$ cat src/rtl/wb_pkg.sv
// Shared types for the register-file write-back path: request record and
// write-source tag used by the pending-destination scoreboard.
package wb_pkg;

    localparam int REG_ADDR_W = 5;
    localparam int WB_XLEN    = 32;

    typedef struct packed {
        logic [REG_ADDR_W-1:0] rd;
        logic [WB_XLEN-1:0]    data;
    } wb_req_t;

    typedef enum logic [1:0] {
        WB_NONE = 2'd0,
        WB_ALU  = 2'd1,
        WB_LSU  = 2'd2
    } wb_src_e;

endpackage

$ cat src/rtl/wb_fifo.sv
// Synchronous FIFO of write-back requests. Pointers carry one extra wrap bit
// so full/empty are distinguished without a counter. DEPTH must be a power of two.
module wb_fifo
    import wb_pkg::*;
#(
    parameter int  DEPTH = 2,
    parameter type T     = wb_req_t
) (
    input  logic clk,
    input  logic rst,
    input  logic push,
    input  logic pop,
    input  T     din,
    output T     dout,
    output logic full,
    output logic empty
);

    localparam int AW = $clog2(DEPTH);

    logic [AW:0] wptr;
    logic [AW:0] rptr;
    T            mem [DEPTH];

    assign empty = (wptr == rptr);
    assign full  = (wptr[AW] != rptr[AW]) && (wptr[AW-1:0] == rptr[AW-1:0]);
    assign dout  = mem[rptr[AW-1:0]];

    always_ff @(posedge clk) begin
        if (rst) begin
            wptr <= '0;
            rptr <= '0;
        end else begin
            if (push && !full)
                wptr <= wptr + (AW+1)'(1);
            if (pop && !empty)
                rptr <= rptr + (AW+1)'(1);
        end
    end

    // Storage needs no reset; only the pointers define validity.
    always_ff @(posedge clk) begin
        if (push && !full)
            mem[wptr[AW-1:0]] <= din;
    end

endmodule

$ cat src/rtl/reg_wb_arbiter.sv
// Owns the register-file write port: ALU results win, LSU results queue behind.
// Tracks pending long-latency destinations to stall issue. Macro WB_FWD_EN adds forwarding.
module reg_wb_arbiter
    import wb_pkg::*;
#(
    parameter int XLEN     = 32,
    parameter int LQ_DEPTH = 2
) (
    input  logic                  clk,
    input  logic                  rst,
    input  logic                  alu_valid,
    input  logic [REG_ADDR_W-1:0] alu_rd,
    input  logic [XLEN-1:0]       alu_wdata,
    input  logic                  lsu_valid,
    output logic                  lsu_ready,
    input  logic [REG_ADDR_W-1:0] lsu_rd,
    input  logic [XLEN-1:0]       lsu_wdata,
    input  logic                  iss_valid,
    input  logic                  iss_long,
    input  logic [REG_ADDR_W-1:0] iss_rs1,
    input  logic [REG_ADDR_W-1:0] iss_rs2,
    input  logic [REG_ADDR_W-1:0] iss_rd,
    output logic                  iss_stall,
    output logic                  rf_we,
    output logic [REG_ADDR_W-1:0] rf_rd,
    output logic [XLEN-1:0]       rf_wdata,
`ifdef WB_FWD_EN
    output logic                  fwd1_hit,
    output logic                  fwd2_hit,
    output logic [XLEN-1:0]       fwd_data,
`endif
    output logic [31:0]           pend_mask
);

    // Same shape as wb_req_t but sized to this instance's XLEN.
    typedef struct packed {
        logic [REG_ADDR_W-1:0] rd;
        logic [XLEN-1:0]       data;
    } lq_req_t;

    lq_req_t lq_din;
    lq_req_t lq_head;
    logic    lq_full;
    logic    lq_empty;
    logic    lq_push;
    logic    lq_pop;
    wb_src_e rf_src;
    logic [31:0] pend;
    logic [31:0] pend_set;
    logic [31:0] pend_clr;
    logic        pend_hit;

    // No pass-through: a full queue refuses even if it drains this cycle.
    assign lsu_ready = !lq_full;
    assign lq_push   = lsu_valid && !lq_full;
    assign lq_pop    = !alu_valid && !lq_empty;
    assign lq_din    = '{rd: lsu_rd, data: lsu_wdata};

    wb_fifo #(
        .DEPTH (LQ_DEPTH),
        .T     (lq_req_t)
    ) u_lq (
        .clk   (clk),
        .rst   (rst),
        .push  (lq_push),
        .pop   (lq_pop),
        .din   (lq_din),
        .dout  (lq_head),
        .full  (lq_full),
        .empty (lq_empty)
    );

    // x0 results are consumed but never raise the write enable.
    always_ff @(posedge clk) begin
        if (rst) begin
            rf_we    <= 1'b0;
            rf_rd    <= '0;
            rf_wdata <= '0;
            rf_src   <= WB_NONE;
        end else if (alu_valid) begin
            rf_we    <= (alu_rd != '0);
            rf_rd    <= alu_rd;
            rf_wdata <= alu_wdata;
            rf_src   <= WB_ALU;
        end else if (!lq_empty) begin
            rf_we    <= (lq_head.rd != '0);
            rf_rd    <= lq_head.rd;
            rf_wdata <= lq_head.data;
            rf_src   <= WB_LSU;
        end else begin
            rf_we    <= 1'b0;
            rf_src   <= WB_NONE;
        end
    end

    // Clear lands on the same edge the register file commits the LSU write.
    always_comb begin
        pend_set = '0;
        pend_clr = '0;
        if (rf_we && rf_src == WB_LSU)
            pend_clr[rf_rd] = 1'b1;
        if (iss_valid && iss_long && !iss_stall && iss_rd != '0)
            pend_set[iss_rd] = 1'b1;
    end

    always_ff @(posedge clk) begin
        if (rst)
            pend <= '0;
        else
            pend <= ((pend & ~pend_clr) | pend_set) & ~32'd1;
    end

    assign pend_mask = pend;
    // pend[0] is held at 0, so x0 operands never match.
    assign pend_hit  = pend[iss_rs1] | pend[iss_rs2] | pend[iss_rd];

`ifdef WB_FWD_EN
    assign fwd1_hit  = rf_we && (rf_rd == iss_rs1) && (iss_rs1 != '0);
    assign fwd2_hit  = rf_we && (rf_rd == iss_rs2) && (iss_rs2 != '0);
    assign fwd_data  = rf_wdata;
    assign iss_stall = iss_valid && pend_hit;
`else
    // Without forwarding, a source read must wait out the uncommitted write.
    assign iss_stall = iss_valid &&
                       (pend_hit ||
                        (rf_we && rf_rd != '0 && (rf_rd == iss_rs1 || rf_rd == iss_rs2)));
`endif

endmodule

$ cat config.mk
export PLATFORM = sky130hd
export DESIGN_NAME = reg_wb_arbiter
export DESIGN_NICKNAME = d
export VERILOG_FILES = /design/src/rtl/wb_pkg.sv /design/src/rtl/wb_fifo.sv /design/src/rtl/reg_wb_arbiter.sv
export SDC_FILE = /design/constraint.sdc
export NUM_CORES = 1
export LEC_CHECK = 0
export CORE_AREA = 2 2 119 121
export CTS_CLUSTER_SIZE = 16
export DETAILED_ROUTE_END_ITERATION = 12
export DIE_AREA = 0 0 121 123
export PLACE_DENSITY = 0.95
export SLEW_MARGIN = 40
export SYNTH_ARGS = -nofsm -noshare
export SYNTH_HDL_FRONTEND = slang
export SYNTH_HIERARCHICAL = 1
export SYNTH_SLANG_ARGS = --single-unit
$ cat constraint.sdc
create_clock -name clk -period 6.8 [get_ports clk]
set_input_delay 1.36 -clock clk [delete_from_list [all_inputs] [get_ports clk]]
set_output_delay 1.36 -clock clk [all_outputs]
set_load 0.01 [all_outputs]
; ---- Yosys cells after proc, flatten, opt, wreduce, memory -nomap -nowiden
; Memories as Yosys holds them, arrays and structs flattened. A register that Yosys moved wholly into a read port is not among the register bits.
; Cells that the tools add are included.
[word_totals]
ff_bits = 76
ramBits = 74
out_inout_bits = 72
elab_cells = 79
memories = 1
[memory_table]
columns = name, depth, word_bits, rd, rd_ports_with_merged_regs, write_ports, line
row1 = u_lq.mem, 2, 37, 1, 1, 1, wb_fifo.sv:23  ; T mem [DEPTH];
[op_classes]
n_addsub = 2
magnitude_cmp = 6
n_eq_ne = 7
mux = 24
n_bitwise = 5
reduce_logical = 25
[op_table]
columns = op, n
row1 = $mux W32, 4
row2 = $and A32 B32 Y32, 1
row3 = $not A32 Y32, 1
row4 = $or A32 B32 Y32, 1
row5 = $lt A5 B6 Y1 const B, 4
row6 = $reduce_bool A5 Y1, 4
row7 = $bmux W1 S5, 3
row8 = $logic_and A1 B1 Y1, 14
row9 = $mux W1, 12
row10 = $demux W1 S5, 2
row11 = $eq A5 B5 Y1, 2
row12 = $ge A5 B1 Y1 const B, 2
row13 = $mux W5, 2
row14 = $add A2 B1 Y2 const B, 2
row15 = $logic_not A1 Y1, 4
row16 = $eq A2 B2 Y1, 1
row17 = $eq A2 B2 Y1 const B, 1
row18 = $logic_or A1 B1 Y1, 2
row19 = $mux W2, 1
row20 = $ne A2 B2 Y1 const B, 1
row21 = $or A1 B1 Y1, 2
row22 = $reduce_or A2 Y1, 1
row23 = $eq A1 B1 Y1, 1
row24 = $ne A1 B1 Y1, 1

; ---- Depth between registers and ports, before layout
; Gate-level depths: netlist of the first run.
[logic_depth]
ltp_word = 11
mapped_depth = 10
mapped_depth_nobuf = 6

; ---- Cells and area by module
; The synthesis of the first run kept the hierarchy.
[by_module_without_submodules]
columns = module, instances, cells_per_inst, area_per_inst_um2
row1 = reg_wb_arbiter, 1, 520, 4381.7
row2 = wb_fifo, 1, 148, 2942.8

; ---- Least setup slack after synthesis of the first run
; OpenSTA, ideal clock, no wires.
[synth_timing]
path_type = input to output
startpoint = input iss_rs1[0]
endpoint = output iss_stall
arrival_time_ns = 3.092
required_ns = 5.440
setup_slack_ns = 2.348
path_stages = 8
path_buffers = 2
path_cell_list = buf_6 -> mux4_2 -> o211ai_1 -> a21oi_1 -> nor4_1 -> nand4_2 -> clkbuf_1 -> and2_1
[synth_between]
elab_chain_len = 6
[synth_rtl]
columns = element, line
row1 = start: declaration, reg_wb_arbiter.sv:20  ; input logic [REG_ADDR_W-1:0] iss_rs1,
row2 = $bmux W1 S5, reg_wb_arbiter.sv:115  ; assign pend_hit = pend[iss_rs1] | pend[iss_rs2] | pend[iss_rd];
row3 = $mux W1 (not written as such), reg_wb_arbiter.sv:115
row4 = $or A1 B1 Y1 (2 in a row), reg_wb_arbiter.sv:115
row5 = $logic_or A1 B1 Y1 (*), reg_wb_arbiter.sv:125  ; (pend_hit ||
row6 = $logic_and A1 B1 Y1 (*), reg_wb_arbiter.sv:124  ; assign iss_stall = iss_valid &&
row7 = end: declaration, reg_wb_arbiter.sv:23  ; output logic iss_stall,
; Every way passes the cells marked *; elsewhere a longest branch is shown, timed or not. The select of a mux whose other input is x is not followed.

; ---- Final worst setup path of the first run
[layout_timing]
startpoint = input iss_rd[0]
endpoint = output iss_stall
[layout_between]
elab_chain_len = 5
[layout_rtl]
columns = element, line
row1 = start: declaration, reg_wb_arbiter.sv:22  ; input logic [REG_ADDR_W-1:0] iss_rd,
row2 = $bmux W1 S5, reg_wb_arbiter.sv:115
row3 = $mux W1 (not written as such), reg_wb_arbiter.sv:115
row4 = $or A1 B1 Y1, reg_wb_arbiter.sv:115
row5 = $logic_or A1 B1 Y1, reg_wb_arbiter.sv:125
row6 = $logic_and A1 B1 Y1, reg_wb_arbiter.sv:124
; No other way between the ends. The select of a mux whose other input is x is not followed.

==> flow_summary.json, run 1 <==
{
  "combPwrFrac_pct": 24.5,
  "power_frac_seq_pct": 42.4,
  "wl_per_cell_um": 20.9,
  "placementRows": 43,
  "die_h_um": 123,
  "clk_latency_ns": 0.42,
  "syn_nets": 763,
  "endpoint_kind": "output pin",
  "power_density_nw_per_um2": 274,
  "ys_types": 56,
  "p_int_uw": 1830,
  "synth_top_area_share_pct": 30.3,
  "diodes": 0,
  "synth_flop_cell": "dfxtp_1",
  "cp_max_fo": 16,
  "grt-ovfl-total": 0,
  "clockRootBuffer": "clkbuf_16",
  "cts-htree-levels": 4,
  "post-route-period-util_pct": 83.0,
  "setup_viol": 0,
  "total_power_uw": 2620,
  "drt-total-wl_um": 20900,
  "finalHoldViolations": 0,
  "worst_slack_ns": 1.16,
  "fin_nets": 902,
  "critPathSlowestCell": "clkdlybuf4s50_1",
  "place_hpwl_um": 13800,
  "globalRouteMet1Util_pct": 34.6,
  "setup_tns_ns": 0,
  "grt_setup_unrepaired": "false",
  "yosysTopAreaCell": "edfxtp_1",
  "netlist_top_cells_area": "edfxtp_1, dfxtp_1, mux2i_1",
  "hold_buffers": 0,
  "clkPwrFrac_pct": 33.1,
  "clock_sinks": 150,
  "cpPeakStageDelay_ns": 0.95,
  "io_pins": 167,
  "start_kind": "primary input",
  "ys_ff_latch": 150,
  "cp.required_ns": 5.44,
  "status": "completed",
  "grt_pass1_vias": 6107,
  "yosysMostFrequentCell": "nor2_1",
  "switching_share_pct": 30.2,
  "r2r_start": "rf_rd[4]",
  "synth-edff-count": 74,
  "viasPerCell": 6.10,
  "cts_buffers": 17,
  "core_um2": 13600,
  "leakagePower_uw": 0.00347,
  "initial_core_util_pct": 53.8,
  "dr.pass1.iters": 5,
  "post_cts_resized": 0,
  "path_class": "primary input to output pin",
  "postCtsSetupBuffers": 0,
  "p_switching_uw": 791,
  "place.gp.congestion": 0.970,
  "syn_area_um2": 7320,
  "r2r_cells": 6,
  "num-fill-cells": 902,
  "layout_min_cycle_time_ns": 5.64,
  "synth.avg_cell_area_um2": 11.0,
  "place_ws_ns": 1.18,
  "synthCells": 668,
  "cp_num_buf_inv": 3,
  "relSlewSlack_pct": 48.1,
  "ir_drop_mv": 0.274,
  "min_to": "u_lq/rptr[1]",
  "met3_usage_pct": 8.81,
  "r2r_end": "pend_mask[20]",
  "skew_ns": 0.00956,
  "reg2reg_slack_ns": 4.14,
  "use_met2_pct": 48.0,
  "hold_start": "u_lq/wptr[1]",
  "critical_path.top_delay_family": "buffers and inverters",
  "ant_nets": 0,
  "cts_max_path_buffers": 2,
  "fp.dieW_um": 121,
  "hold_path.class": "flop to flop",
  "drive_above_1_share_pct": 13.5,
  "clk_pin_slew_ns": 0.06,
  "drc": 0,
  "whs_path_depth": 2,
  "cts_tree": "yes",
  "place.port_buffers": 165,
  "crit_chain": "clkdlybuf4s50_1 -> buf_4 -> mux2i_1 -> o22a_1 -> o31ai_1 -> nor4_1 -> nand4_2 -> and2_1 -> clkdlybuf4s50_1",
  "tightestPinTransition_ns": 0.778,
  "fmax_mhz": 177,
  "ys_seq_area_share_pct": 51.1,
  "slew_viol_final": 0,
  "die-area_um2": 14900,
  "grt_pass1_wl_um": 32700,
  "syn_to_final_growth_pct": 30.6,
  "drv_cap": 0,
  "ys_warn_count": 6,
  "synth_commonest_cells": "nor2_1, dfxtp_1, edfxtp_1, o21ai_0, mux2i_1",
  "vias": 6095,
  "antenna_found_initial": 0,
  "drt_iter0_drc": 630,
  "arrival_ns": 4.28,
  "grt-busiest-layer": "met2",
  "track_usage_pct": 28.6,
  "async_flop_share_pct": 0,
  "crit_top_cell": "clkdlybuf4s50_1",
  "grt_max_degree": 82
}
## registers in the layout (all words and copies together) (netlist names), named ones only
signal / flops
u_lq/rptr: 2
pend_mask: 31
rf_src: 2
rf_wdata: 32
u_lq/mem: 74
u_lq/wptr: 2
rf_rd: 5
rf_we: 1
## routing by layer
metal  part of all wire (%)  vias up
met4                    3.0        0
met2                     49      375
met1                     37     2952
met3                     10       48
met5                      0        -
li1                       -     2720
## cell type report
class / count / area, µm² / share of cell area (%)
timing repair buffer: 174 / 1710 / 17.9
clock buffer: 18 / 429 / 4.49
inverter: 7 / 26.3 / 0.275
multi-input combinational: 457 / 3310 / 34.6
tap: 180 / 225 / 2.35
clock inverter: 14 / 116 / 1.22
sequential: 150 / 3740 / 39.1
## through the flow
| step | cell area, µm² | hold WS [ns] | std cells | util [%] |
|---|---|---|---|---|
| 2_1_floorplan | 7320 | 0.526 | 668 | - |
| 3_3_place_gp | 9020 | 0.552 | 968 | 66.2 |
| 3_5_place_dp | 9020 | 0.588 | 968 | 66.2 |
| 4_1_cts | 9560 | 0.610 | 1000 | 70.2 |
| 5_1_grt | 9570 | 0.631 | 1000 | 70.3 |
| 6_report | 9570 | 0.616 | 1000 | 70.3 |
## how the worst max path moves through the flow
stage | depth (start not counted) | end | startpoint
2_1_floorplan | 8 | iss_stall | iss_rs1[0]
4_1_cts | 8 | iss_stall | iss_rs1[0]
3_5_place_dp | 9 | iss_stall | iss_rd[0]
3_3_place_gp | 9 | iss_stall | iss_rd[0]
5_1_grt | 9 | iss_stall | iss_rd[0]
6_report | 9 | iss_stall | iss_rd[0]
## power groups by stage
stage / sequential, µW / combinational [µW] / clock, µW
floorplan: 1110 / 411 / 0
global placement: 1120 / 603 / 0
detailed placement: 1130 / 621 / 0
CTS: 1110 / 640 / 872
global route: 1120 / 687 / 915
finish: 1110 / 643 / 868
## cell usage in the layout, fill, tap and decap left out, types with 18 or more instances in the layout
cell and n:
mux2i_1 50, a21oi_1 42, edfxtp_1 74, mux4_2 18, nand3_1 21, clkdlybuf4s50_1 163, nor2_1 90, dfxtp_1 76
nand2_1 22, nor2b_1 35, o21ai_0 52, mux2_2 37
## worst min-delay path: cells and delay by family (launching register included)
| family | cells | cell delay (ns) |
|---|---|---|
| flip-flops | 1 | 0.38 |
| AO/OA/AOI/OAI | 1 | 0.06 |
| AND/OR/NAND/NOR | 1 | 0.12 |
## kinds of logic after synthesis
group,synth area share [%]
mux,18.3
flops,51.1
xor+xnor,1.66
compound gates,10.6
other cells,0.0512
buf+inv,3.93
simple gates,14.3
Note: power is estimated with default switching activity, not from simulation.
==> inputs of run 2 (changes only) <==
CORE_AREA = 2 2 123 125   (was 2 2 119 121)
DIE_AREA = 0 0 125 127   (was 0 0 121 123)
PLACE_DENSITY = 0.9   (was 0.95)
clock period = 5.3 ns   (was 6.8 ns; I/O delays follow)
==> run 2 against run 1 <==
Net effect:
- die area rose by 6.7%
- cell count grew 0.70%
- sequential power increased by 30%
- non-clock buffer count increased by 3
- clock skew barely moved
- register-to-register slack lost 1.5 ns
- core utilization is 3.0 points lower
- flip-flop and latch count unchanged
- worst setup slack got worse by 0.72 ns
- first-iteration DRC count fell by 21%
- critical endpoint unchanged
- largest power group unchanged
- highest routed layer unchanged
==> flow_summary.json, run 2 (synthesized netlist as in run 1, its figures left out) <==
{
  "grt_pass1_wl_um": 31400,
  "tightestPinTransition_ns": 0.813,
  "clockRootBuffer": "clkbuf_16",
  "power_frac_seq_pct": 40.8,
  "core_um2": 14400,
  "ir_drop_mv": 0.278,
  "r2r_cells": 6,
  "clock_sinks": 150,
  "grt-busiest-layer": "met2",
  "drt-total-wl_um": 20000,
  "switching_share_pct": 27.0,
  "io_pins": 167,
  "power_density_nw_per_um2": 365,
  "drv_cap": 0,
  "setup_viol": 0,
  "status": "completed",
  "num-fill-cells": 1050,
  "reg2reg_slack_ns": 2.61,
  "grt_pass1_vias": 5967,
  "hold_path.class": "flop to flop",
  "grt_setup_unrepaired": "false",
  "ant_nets": 0,
  "path_class": "primary input to output pin",
  "layout.cells.non_filler": 1007,
  "placementRows": 44,
  "initial_core_util_pct": 50.8,
  "combPwrFrac_pct": 22.2,
  "clk_pin_slew_ns": 0.06,
  "dp.cells": 975,
  "viasPerCell": 5.95,
  "post_cts_resized": 0,
  "hold_start": "u_lq/wptr[1]",
  "cp.required_ns": 4.24,
  "finalHoldViolations": 0,
  "drt_iter0_drc": 495,
  "place.gp.congestion": 0.959,
  "cts_tree": "yes",
  "r2r_start": "u_lq/rptr[0]",
  "p_int_uw": 2580,
  "grt_max_degree": 51,
  "fmax_mhz": 205,
  "setup_tns_ns": 0,
  "place.port_buffers": 165,
  "cp_max_fo": 10,
  "clk_latency_ns": 0.41,
  "clkPwrFrac_pct": 37.1,
  "post-route-period-util_pct": 91.8,
  "min_to": "u_lq/rptr[1]",
  "skew_ns": 0.00971,
  "met3_usage_pct": 7.58,
  "hold_buffers": 0,
  "layout_common_cells": "clkdlybuf4s50_1, nor2_1, dfxtp_1",
  "r2r_end": "u_lq/mem[1][36]",
  "cts_buffers": 17,
  "globalRouteMet1Util_pct": 32.2,
  "die-area_um2": 15900,
  "diodes": 0,
  "layout.cells.most_common": "clkdlybuf4s50_1",
  "fp.dieW_um": 125,
  "postLayoutCoreUtil_pct": 67.2,
  "antenna_found_initial": 0,
  "endpoint_kind": "output pin",
  "fin_nets": 905,
  "p_switching_uw": 956,
  "cts-htree-levels": 4,
  "drc": 0,
  "relSlewSlack_pct": 45.8,
  "arrival_ns": 3.81,
  "cts_max_path_buffers": 2,
  "slew_viol_final": 0,
  "wl_per_cell_um": 19.9,
  "start_kind": "primary input",
  "whs_path_depth": 2,
  "syn_to_final_growth_pct": 32.4,
  "dr.pass1.iters": 5,
  "place_hpwl_um": 13600,
  "die_h_um": 127,
  "leakagePower_uw": 0.00353,
  "use_met2_pct": 40.3,
  "postCtsSetupBuffers": 0,
  "layout_min_cycle_time_ns": 4.87,
  "largest_reg_flops": 74,
  "track_usage_pct": 25.0,
  "grt-ovfl-total": 0,
  "vias": 5990,
  "drive_above_1_share_pct": 14.0
}
## run 2: how the worst max path moves through the flow
stage	cells past startpoint	end	slack, ns	from
after floorplan	8	iss_stall	1.45	iss_rs1[0]
after global placement	8	iss_stall	0.42	iss_rs2[1]
after detailed placement	8	iss_stall	0.43	iss_rs2[1]
after CTS	8	iss_stall	0.43	iss_rs2[1]
after global routing	9	iss_stall	0.28	iss_rs2[0]
final	8	iss_stall	0.43	iss_rs2[1]
## run 2: cell type report
type	count	area [µm²]	share of cell area, %
sequential	150	3750	38.6
multi-input combinational	457	3310	34.2
timing repair buffer	177	1730	17.9
clock buffer	17	425	4.39
tap	184	230	2.37
clock inverter	15	225	2.32
inverter	7	26.3	0.271
## run 2: per-layer routing
| metal | vias to the layer above | share of wire (%) |
|---|---|---|
| met5 | - | 0 |
| met1 | 2889 | 41 |
| met2 | 336 | 48 |
| li1 | 2727 | - |
| met4 | 0 | 2.1 |
| met3 | 38 | 9.7 |
## run 2: worst max-delay path, cell delays in order
cell and delay [ns]:
clkdlybuf4s50_1 0.82, mux2_4 0.35, a221oi_2 0.25, a2111oi_1 0.14, a2111oi_2 0.38, nand4_2 0.14, and2_1 0.18, clkdlybuf4s50_1 0.47
## run 2: through the flow
stage                     area, µm²  total power, µW  hold slack [ns]  worst slack, ns
after CTS                      9700             3550            0.576            0.428
after floorplan                7320             1950            0.526             1.45
final                          9700             3540            0.583            0.434
after global placement         9040             2210            0.555            0.419
after global routing           9700             3670            0.608            0.283
after detailed placement       9050             2230            0.570            0.430
## run 2: power groups by stage
stage	sequential (µW)	combinational (µW)	clock (µW)
after detailed placement	1460	772	0
final	1440	785	1310
after CTS	1440	784	1320
after global placement	1450	754	0
after global routing	1450	843	1380
after floorplan	1430	528	0
==> inputs of run 3 (changes only) <==
PLACE_DENSITY = 0.8   (was 0.9)
==> run 3 against run 2 <==
Net effect:
- worst setup slack worse by 0.073 ns
- core utilization down 0.75 points
- clock skew down 0.0013 ns
- flip-flop and latch count unchanged
- non-clock buffer count down 3
- critical path depth unchanged
- sequential share of layout area up 0.43 points
- design area down 1.1%
- register-to-register slack worse by 0.09 ns
- power down 5.6%
- die area unchanged
- largest power group unchanged
- highest routed layer is now met5
==> flow_summary.json, run 3 (synthesized netlist as in run 1, its figures left out) <==
{
  "cts_tree": "yes",
  "cts_buffers": 17,
  "clk_latency_ns": 0.42,
  "grt_pass1_wl_um": 31500,
  "fp.dieW_um": 125,
  "ir_drop_mv": 0.312,
  "cp.required_ns": 4.24,
  "relSlewSlack_pct": 50.5,
  "met3_usage_pct": 7.58,
  "layout_common_cells": "clkdlybuf4s50_1, nor2_1, dfxtp_1",
  "setup_viol": 0,
  "viasPerCell": 5.96,
  "startpoint": "iss_rs2[0]",
  "path_class": "primary input to output pin",
  "r2r_start": "rf_rd[4]",
  "drive_above_1_share_pct": 13.2,
  "dp.cells": 972,
  "num-fill-cells": 1113,
  "layout.cells.most_common": "clkdlybuf4s50_1",
  "hold_path.class": "flop to flop",
  "vias": 5980,
  "io_pins": 167,
  "drt-total-wl_um": 20200,
  "placementRows": 44,
  "p_switching_uw": 919,
  "leakagePower_uw": 0.00348,
  "r2r_end": "pend_mask[10]",
  "endpoint": "iss_stall",
  "post_cts_resized": 0,
  "setup_tns_ns": 0,
  "cts-htree-levels": 4,
  "place_hpwl_um": 14000,
  "use_met2_pct": 40.0,
  "antenna_found_initial": 1,
  "globalRouteMet1Util_pct": 32.5,
  "drt_iter0_drc": 450,
  "status": "completed",
  "cp_max_fo": 10,
  "ff_latch_area_um2": 3750,
  "power_density_nw_per_um2": 348,
  "finalHoldViolations": 0,
  "reg2reg_slack_ns": 2.52,
  "grt-busiest-layer": "met2",
  "r2r_cells": 6,
  "grt_setup_unrepaired": "false",
  "grt-ovfl-total": 0,
  "clkPwrFrac_pct": 33.6,
  "hold_buffers": 0,
  "place.gp.congestion": 0.918,
  "cts_max_path_buffers": 2,
  "clk_pin_slew_ns": 0.06,
  "endpoint_kind": "output pin",
  "ant_nets": 0,
  "clockRootBuffer": "clkbuf_16",
  "drc": 0,
  "core_um2": 14400,
  "drv_cap": 0,
  "arrival_ns": 3.88,
  "p_int_uw": 2420,
  "post-route-period-util_pct": 93.2,
  "wl_per_cell_um": 20.1,
  "start_kind": "primary input",
  "dr.pass1.iters": 5,
  "syn_to_final_growth_pct": 30.9,
  "initial_core_util_pct": 50.8,
  "diodes": 0,
  "multiInputGateArea_um2": 3310,
  "slew_viol_final": 0,
  "fin_nets": 902,
  "track_usage_pct": 25.2,
  "fmax_mhz": 202,
  "layout_min_cycle_time_ns": 4.94,
  "switching_share_pct": 27.5,
  "clock_sinks": 150,
  "skew_ns": 0.00842,
  "combPwrFrac_pct": 23.0,
  "layout.cells.non_filler": 1004,
  "grt_pass1_vias": 6017,
  "die-area_um2": 15900,
  "grt_max_degree": 57,
  "place.port_buffers": 165,
  "power_frac_seq_pct": 43.4,
  "die_h_um": 127,
  "tightestPinTransition_ns": 0.740,
  "postCtsSetupBuffers": 0,
  "largest_reg_flops": 74
}
-- run 3: cell types whose count changed in the layout (fill, tap and decap cells not counted) --
cell,previous run,this run
clkinv_2,1,0
buf_4,12,10
clkinv_1,1,0
buf_2,2,1
clkbuf_8,0,4
clkbuf_16,17,18
inv_6,3,0
inv_4,0,1
clkinvlp_4,3,2
bufinv_16,5,0
clkbuf_1,0,5
-- run 3: layout make-up --
class | instances | share of cell area [%]
clock inverter | 5 | 0.404
tap | 184 | 2.40
sequential | 150 | 39.1
clock buffer | 27 | 5.47
timing repair buffer | 174 | 17.8
multi-input combinational | 457 | 34.5
inverter | 7 | 0.274
-- run 3: worst max-delay path: stages --
cell and delay [ns]:
clkdlybuf4s50_1 0.85, mux4_2 0.57, nor2_1 0.10, a2111oi_1 0.07, a2111oi_2 0.40, nand4_2 0.17, and2_1 0.18, clkdlybuf4s50_1 0.47
-- run 3: layer usage --
layer / vias to the layer above / routed length [µm]
met1: 2854 / 8290
met2: 332 / 9420
met4: 2 / 626
li1: 2726 / -
met3: 66 / 1840
met5: - / 13
-- run 3: worst min-delay path by stage --
| stage | from | endpoint | slack (ns) | cells after the start |
|---|---|---|---|---|
| 2_1_floorplan | u_lq/wptr[1] | u_lq/rptr[1] | 0.53 | 2 |
| 3_3_place_gp | u_lq/wptr[1] | u_lq/rptr[1] | 0.55 | 2 |
| 3_5_place_dp | u_lq/wptr[1] | u_lq/rptr[1] | 0.58 | 2 |
| 4_1_cts | u_lq/wptr[1] | u_lq/rptr[1] | 0.59 | 2 |
| 5_1_grt | u_lq/wptr[1] | u_lq/rptr[1] | 0.61 | 2 |
| 6_report | u_lq/wptr[1] | u_lq/rptr[1] | 0.58 | 2 |
-- run 3: power by group through the flow --
| stage | Combinational (µW) | Clock (µW) | Sequential (µW) |
|---|---|---|---|
| after floorplan | 528 | 0 | 1430 |
| after global placement | 745 | 0 | 1460 |
| after detailed placement | 764 | 0 | 1470 |
| after CTS | 771 | 1140 | 1450 |
| after global routing | 835 | 1180 | 1460 |
| final | 769 | 1120 | 1450 |
-- run 3: stage by stage --
step	power (µW)	instance area (µm²)	hold slack, ns	setup WS [ns]	util [%]
global placement	2210	9020	0.551	0.373	62.6
detailed placement	2230	9030	0.581	0.360	62.6
CTS	3350	9590	0.592	0.344	66.5
global route	3480	9590	0.608	0.197	66.5
finish	3340	9590	0.584	0.361	66.5
floorplan	1950	7320	0.526	1.45	-
